<file path="src/rtl/logic_arb_pkg.sv">
// Shared op and state encodings for the logic unit arbiter.
// Imported by logic_core and logic_unit_arbiter.
package logic_arb_pkg;

  localparam int DEF_WIDTH = 32;

  localparam logic [1:0] OP_AND = 2'b00;
  localparam logic [1:0] OP_OR  = 2'b01;
  localparam logic [1:0] OP_XOR = 2'b10;
  localparam logic [1:0] OP_NOR = 2'b11;

  typedef enum logic {
    ST_IDLE = 1'b0,
    ST_BUSY = 1'b1
  } state_e;

endpackage

</file>
<file path="src/rtl/logic_unit_arbiter_core.sv">
// logic_core: combinational bitwise unit, y = a OP b per bit.
// Ports: a_i, b_i [WIDTH], op_i [2] in; y_o [WIDTH] out.
module logic_core
  import logic_arb_pkg::*;
#(
  parameter int WIDTH = DEF_WIDTH
) (
  input  logic [WIDTH-1:0] a_i,
  input  logic [WIDTH-1:0] b_i,
  input  logic [1:0]       op_i,
  output logic [WIDTH-1:0] y_o
);

  logic [WIDTH-1:0] y_and;
  logic [WIDTH-1:0] y_or;
  logic [WIDTH-1:0] y_xor;
  logic [WIDTH-1:0] y_nor;

  for (genvar i = 0; i < WIDTH; i++) begin : g_bit
    and u_and (y_and[i], a_i[i], b_i[i]);
    or  u_or  (y_or[i],  a_i[i], b_i[i]);
    xor u_xor (y_xor[i], a_i[i], b_i[i]);
    nor u_nor (y_nor[i], a_i[i], b_i[i]);
  end

  always_comb begin
    y_o = '0;
    case (op_i)
      OP_AND:  y_o = y_and;
      OP_OR:   y_o = y_or;
      OP_XOR:  y_o = y_xor;
      OP_NOR:  y_o = y_nor;
      default: y_o = '0;
    endcase
  end

endmodule

</file>
<file path="src/rtl/logic_unit_arbiter.sv">
// Round-robin arbiter sharing one logic_core between two requesters,
// registered result (1-cycle latency), one result in flight.
// Ports: clk, rst (async high); req{0,1}_valid/op/a/b in, req{0,1}_ready
// out; rsp{0,1}_valid/y out, rsp{0,1}_ready in.
// LOGIC_ARB_STATS_EN adds gnt0_cnt/gnt1_cnt accepted-op counters.
module logic_unit_arbiter
  import logic_arb_pkg::*;
#(
  parameter int WIDTH = DEF_WIDTH
`ifdef LOGIC_ARB_STATS_EN
  ,
  parameter int CNT_W = 16
`endif
) (
  input  logic             clk,
  input  logic             rst,
  input  logic             req0_valid,
  input  logic [1:0]       req0_op,
  input  logic [WIDTH-1:0] req0_a,
  input  logic [WIDTH-1:0] req0_b,
  output logic             req0_ready,
  input  logic             req1_valid,
  input  logic [1:0]       req1_op,
  input  logic [WIDTH-1:0] req1_a,
  input  logic [WIDTH-1:0] req1_b,
  output logic             req1_ready,
  output logic             rsp0_valid,
  output logic [WIDTH-1:0] rsp0_y,
  input  logic             rsp0_ready,
  output logic             rsp1_valid,
  output logic [WIDTH-1:0] rsp1_y,
  input  logic             rsp1_ready
`ifdef LOGIC_ARB_STATS_EN
  ,
  output logic [CNT_W-1:0] gnt0_cnt,
  output logic [CNT_W-1:0] gnt1_cnt
`endif
);

  state_e           state_q, state_d;
  logic             owner_q, owner_d;
  logic             last_q, last_d;
  logic [WIDTH-1:0] res_q, res_d;

  logic             gnt0, gnt1;
  logic             rsp_fire;
  logic             can_acc;
  logic             acc0, acc1, acc;
  logic [1:0]       core_op;
  logic [WIDTH-1:0] core_a, core_b, core_y;

  // On a tie the requester that did not win last time goes next.
  assign gnt0 = req0_valid && (!req1_valid || last_q);
  assign gnt1 = req1_valid && (!req0_valid || !last_q);

  assign rsp0_valid = (state_q == ST_BUSY) && !owner_q;
  assign rsp1_valid = (state_q == ST_BUSY) && owner_q;
  assign rsp0_y     = rsp0_valid ? res_q : '0;
  assign rsp1_y     = rsp1_valid ? res_q : '0;

  assign rsp_fire = (rsp0_valid && rsp0_ready) ||
                    (rsp1_valid && rsp1_ready);
  assign can_acc  = (state_q == ST_IDLE) || rsp_fire;

  assign req0_ready = gnt0 && can_acc;
  assign req1_ready = gnt1 && can_acc;
  assign acc0       = req0_valid && req0_ready;
  assign acc1       = req1_valid && req1_ready;
  assign acc        = acc0 || acc1;

  assign core_op = gnt1 ? req1_op : req0_op;
  assign core_a  = gnt1 ? req1_a  : req0_a;
  assign core_b  = gnt1 ? req1_b  : req0_b;

  logic_core #(.WIDTH(WIDTH)) u_core (
    .a_i  (core_a),
    .b_i  (core_b),
    .op_i (core_op),
    .y_o  (core_y)
  );

  always_comb begin
    state_d = state_q;
    owner_d = owner_q;
    last_d  = last_q;
    res_d   = res_q;
    if (acc) begin
      state_d = ST_BUSY;
      owner_d = acc1;
      last_d  = acc1;
      res_d   = core_y;
    end else if (rsp_fire) begin
      state_d = ST_IDLE;
    end
  end

  always_ff @(posedge clk or posedge rst) begin
    if (rst) begin
      state_q <= ST_IDLE;
      owner_q <= 1'b0;
      last_q  <= 1'b1;
      res_q   <= '0;
    end else begin
      state_q <= state_d;
      owner_q <= owner_d;
      last_q  <= last_d;
      res_q   <= res_d;
    end
  end

`ifdef LOGIC_ARB_STATS_EN
  always_ff @(posedge clk or posedge rst) begin
    if (rst) begin
      gnt0_cnt <= '0;
      gnt1_cnt <= '0;
    end else begin
      if (acc0) gnt0_cnt <= gnt0_cnt + 1'b1;
      if (acc1) gnt1_cnt <= gnt1_cnt + 1'b1;
    end
  end
`endif

endmodule
</file>
<file path="config.mk">
export PLATFORM = sky130hd
export DESIGN_NAME = logic_unit_arbiter
export DESIGN_NICKNAME = d
export VERILOG_FILES = /design/src/rtl/logic_arb_pkg.sv /design/src/rtl/logic_unit_arbiter_core.sv /design/src/rtl/logic_unit_arbiter.sv
export SDC_FILE = /design/constraint.sdc
export NUM_CORES = 1
export LEC_CHECK = 0
export BUFFER_PORTS_ARGS = -buffer_cell sky130_fd_sc_hd__clkbuf_2
export CAP_MARGIN = 20
export CORE_MARGIN = 2
export CORE_UTILIZATION = 44
export DETAILED_ROUTE_END_ITERATION = 8
export PLACE_DENSITY = 0.78
export SLEW_MARGIN = 20
export SYNTH_ARGS = -nofsm -noshare
export SYNTH_HDL_FRONTEND = slang
export SYNTH_SLANG_ARGS = --single-unit
</file>
<file path="constraint.sdc">
create_clock -name clk -period 2.2 [get_ports clk]
set_clock_uncertainty 0.05 [all_clocks]
set_input_delay 0.66 -clock clk [delete_from_list [all_inputs] [get_ports clk]]
set_output_delay 0.66 -clock clk [all_outputs]
set_load 0.1 [all_outputs]
</file>
==> summary.txt <==
Status
  • Status: finished, violations left
  • Failing checks: setup timing

Critical path
  • R2r startpoint: last_q$_DFFE_PP1P_
  • Worst EP arrival: 2620 ps
  • Critical Path RT: 2290 ps
  • Worst Reg-to-Reg Cells: 10
  • Crit Reg-Reg Endpoint: res_q[18]$_DFFE_PP0P_
  • R2r setup slk: -330 ps
  • CP Max Fanout: 7
  • Startpoint Class: flip-flop
  • Worst setup path class: flip-flop to flip-flop
  • CP Capture Type: flip-flop

Floorplan
  • Die area: 11400 um^2
  • Initial core utilization: 0.451
  • Die W: 107 um
  • Num rows: 37
  • Chip Height: 107 um
  • Core Area: 10300 um^2
  • I/O pin count: 206

Finish
  • Nets: 981
  • Finished Layout Cells: 916
  • Synth-to-layout area growth: 94.0%
  • # diodes: 0
  • Layout cell share with drive strength beyond 1: 0.681

Global routing
  • Vias in the first global route: 5504
  • First-pass GRT wire length: 28200 um
  • Total Routing Usage GR: 0.316
  • Overflow after GRT: 0
  • Initial antenna violation count: 0
  • Largest net degree at the start of global routing: 36

Logic synthesis
  • Mapped Area: 4660 um^2
  • Ys async rst share: 1.00
  • Ranking of synthesized cells by area: dfrtp_1 18%, ha_1 17%, mux2_2 8.9%
  • Syn nets: 714
  • Sequential area share after synthesis: 0.188
  • Primary FF master, synth: dfrtp_1
  • Top post-synthesis cells by count: 67 x nor2_1, 65 x inv_1, 64 x ha_1, 37 x mux2_2, 35 x mux2i_1
  • Seq cells post-synth: 35
  • Syn_area_per_cell: 9.10 um^2
  • Leading area contributor after synthesis: dfrtp_1
  • Unique masters post-synth: 25
  • Most frequent cell after synthesis: nor2_1
  • Post-synth EDFFs: 0
  • Total number of yosys warnings: 0
  • Post-synth top area share: 0.183
  • Post-Synthesis Cells: 512

Power and ir drop
  • Clock group share of total power: 0.040
  • Sw power: 7.37 mW
  • Total power: 13.1 mW
  • Power per cell area: 1450 nW/um^2
  • Switching Share: 0.561
  • Leak: 4.40 nW
  • Sequential Power Share: 0.100
  • Internal: 5.76 mW
  • Part of the power in combinational logic: 0.861
  • Max IR drop VDD: 1180 uV

Timing
  • Final setup fails: 69
  • Worst Tran Pin Value: 1080 ps
  • Setup WS post-layout: -334 ps
  • Period utilisation layout: 1.15
  • FMAX: 0.395 GHz
  • Slew Viols, Final: 0
  • Hold WS: 449 ps
  • Final Hold Fails: 0
  • Final min period: 2530 ps
  • Slew HR: 0.278
  • RSZ-0062 raised after global routing: true
  • Sum Neg Setup Slack: -9790 ps

Flow run
  • Max-Cap Viols: 0

Placement
  • Dpl cells: 875
  • HPWL after DPL: 12400 um
  • Port Buffer Count: 205
  • Dpl ws: -697 ps
  • GP Congestion: 0.820

CTS
  • Worst skew pair latency: 290 ps
  • H-tree levels: 2
  • CTS sink cnt: 35
  • CTS root buf: clkbuf_8
  • Max clock buf depth: 2
  • CTS tree: yes
  • TritonCTS Buffers: 5
  • Clock-pin slew of the registers on the worst-case setup and hold paths: 90 ps

Drt
  • DR vias/cell: 5.92
  • DRC: 0
  • WL/cell: 24.0 um
  • Routed wire length: 22000 um
  • DR vias: 5425
  • DRT iter0 DRCs: 401
  • Number of iterations in the first detailed-routing pass: 5
  • Final ANT Viol Nets: 0

Min path
  • Worst hold path class: primary input to asynchronous set/reset pin
[cell type report]
| type | instances | area (um^2) |
|---|---|---|
| well taps | 136 | 170 |
| flip-flops and latches | 35 | 878 |
| clock buffers | 7 | 86.3 |
| clock inverters | 1 | 5.00 |
| inverters | 65 | 244 |
| repair buffers | 297 | 3220 |
| multi-input cells | 375 | 4440 |
| fillers | 406 | 1290 |
[registers in the layout (all words and copies together) (netlist names)]
name	count
res_q	32
owner_q	1
last_q	1
state_q	1
[worst max path at each step]
stage,cells past startpoint,slack [ps],from,end
floorplan,10,-320,req1_valid,res_q[18]$_DFFE_PP0P_
global placement,8,-570,req0_valid,res_q[1]$_DFFE_PP0P_
detailed placement,8,-700,req1_valid,res_q[1]$_DFFE_PP0P_
CTS,11,-270,req0_valid,res_q[25]$_DFFE_PP0P_
global route,10,-380,last_q$_DFFE_PP1P_,res_q[18]$_DFFE_PP0P_
finish,10,-330,last_q$_DFFE_PP1P_,res_q[18]$_DFFE_PP0P_
[layout by cell type (no fill, tap or decap), types with 23 or more instances in the layout]
cell type	synthesis	final
clkbuf_2	0	135
buf_12	0	84
nor2_1	67	66
mux2_4	27	58
buf_4	0	54
inv_1	65	51
and2_4	0	33
dfrtp_1	34	33
and3_1	32	32
ha_4	0	30
a21oi_1	33	29
ha_1	64	26
a221oi_2	27	24
mux2i_4	1	23
[metrics by stage]
stage | util | instance area, um^2
after global routing | 0.875 | 9040
after detailed placement | 0.726 | 7490
after global placement | 0.726 | 7490
after floorplan | - | 4930
after CTS | 0.804 | 8300
final | 0.875 | 9040
[critical path, cell delays in order (launching register included)]
cell	delay, ps
dfstp_2	580
a21boi_4	70
buf_12	150
buf_12	140
buf_16	140
buf_6	110
mux2_4	310
ha_4	210
mux2_4	260
a221oi_2	240
a21oi_1	110
[what timing repair did]
action | CTS | global route
setup endpoints to repair | 73 | 65
cloned | 6 | 5
hold buffers | 0 | 0
pin swaps | 21 | 34
buffers inserted | 10 | 13
resized for setup | 80 | 119
[power by group through the flow]
stage | clock (mW) | sequential (mW) | combinational, mW
after global routing | 0.546 | 1.32 | 11.6
after floorplan | 0 | 1.10 | 6.37
after global placement | 0 | 1.21 | 9.54
after detailed placement | 0 | 1.24 | 9.78
after CTS | 0.508 | 1.22 | 10.3
final | 0.521 | 1.31 | 11.3
[per-layer routing]
layer	share of wire	track usage	vias to the layer above
met2	0.51	0.596	363
met4	0.074	0.163	0
li1	-	-	2298
met3	0.062	0.0407	143
met5	0	0	-
met1	0.36	0.343	2621
[logic make-up after synthesis]
group | synth area share
adders and majority gates | 0.172
buffers and inverters | 0.0919
and+or+nand+nor | 0.150
DFF | 0.188
muxes | 0.257
AOI/OAI and AO/OA | 0.142
No activity file was read; power rests on OpenSTA's default activity.
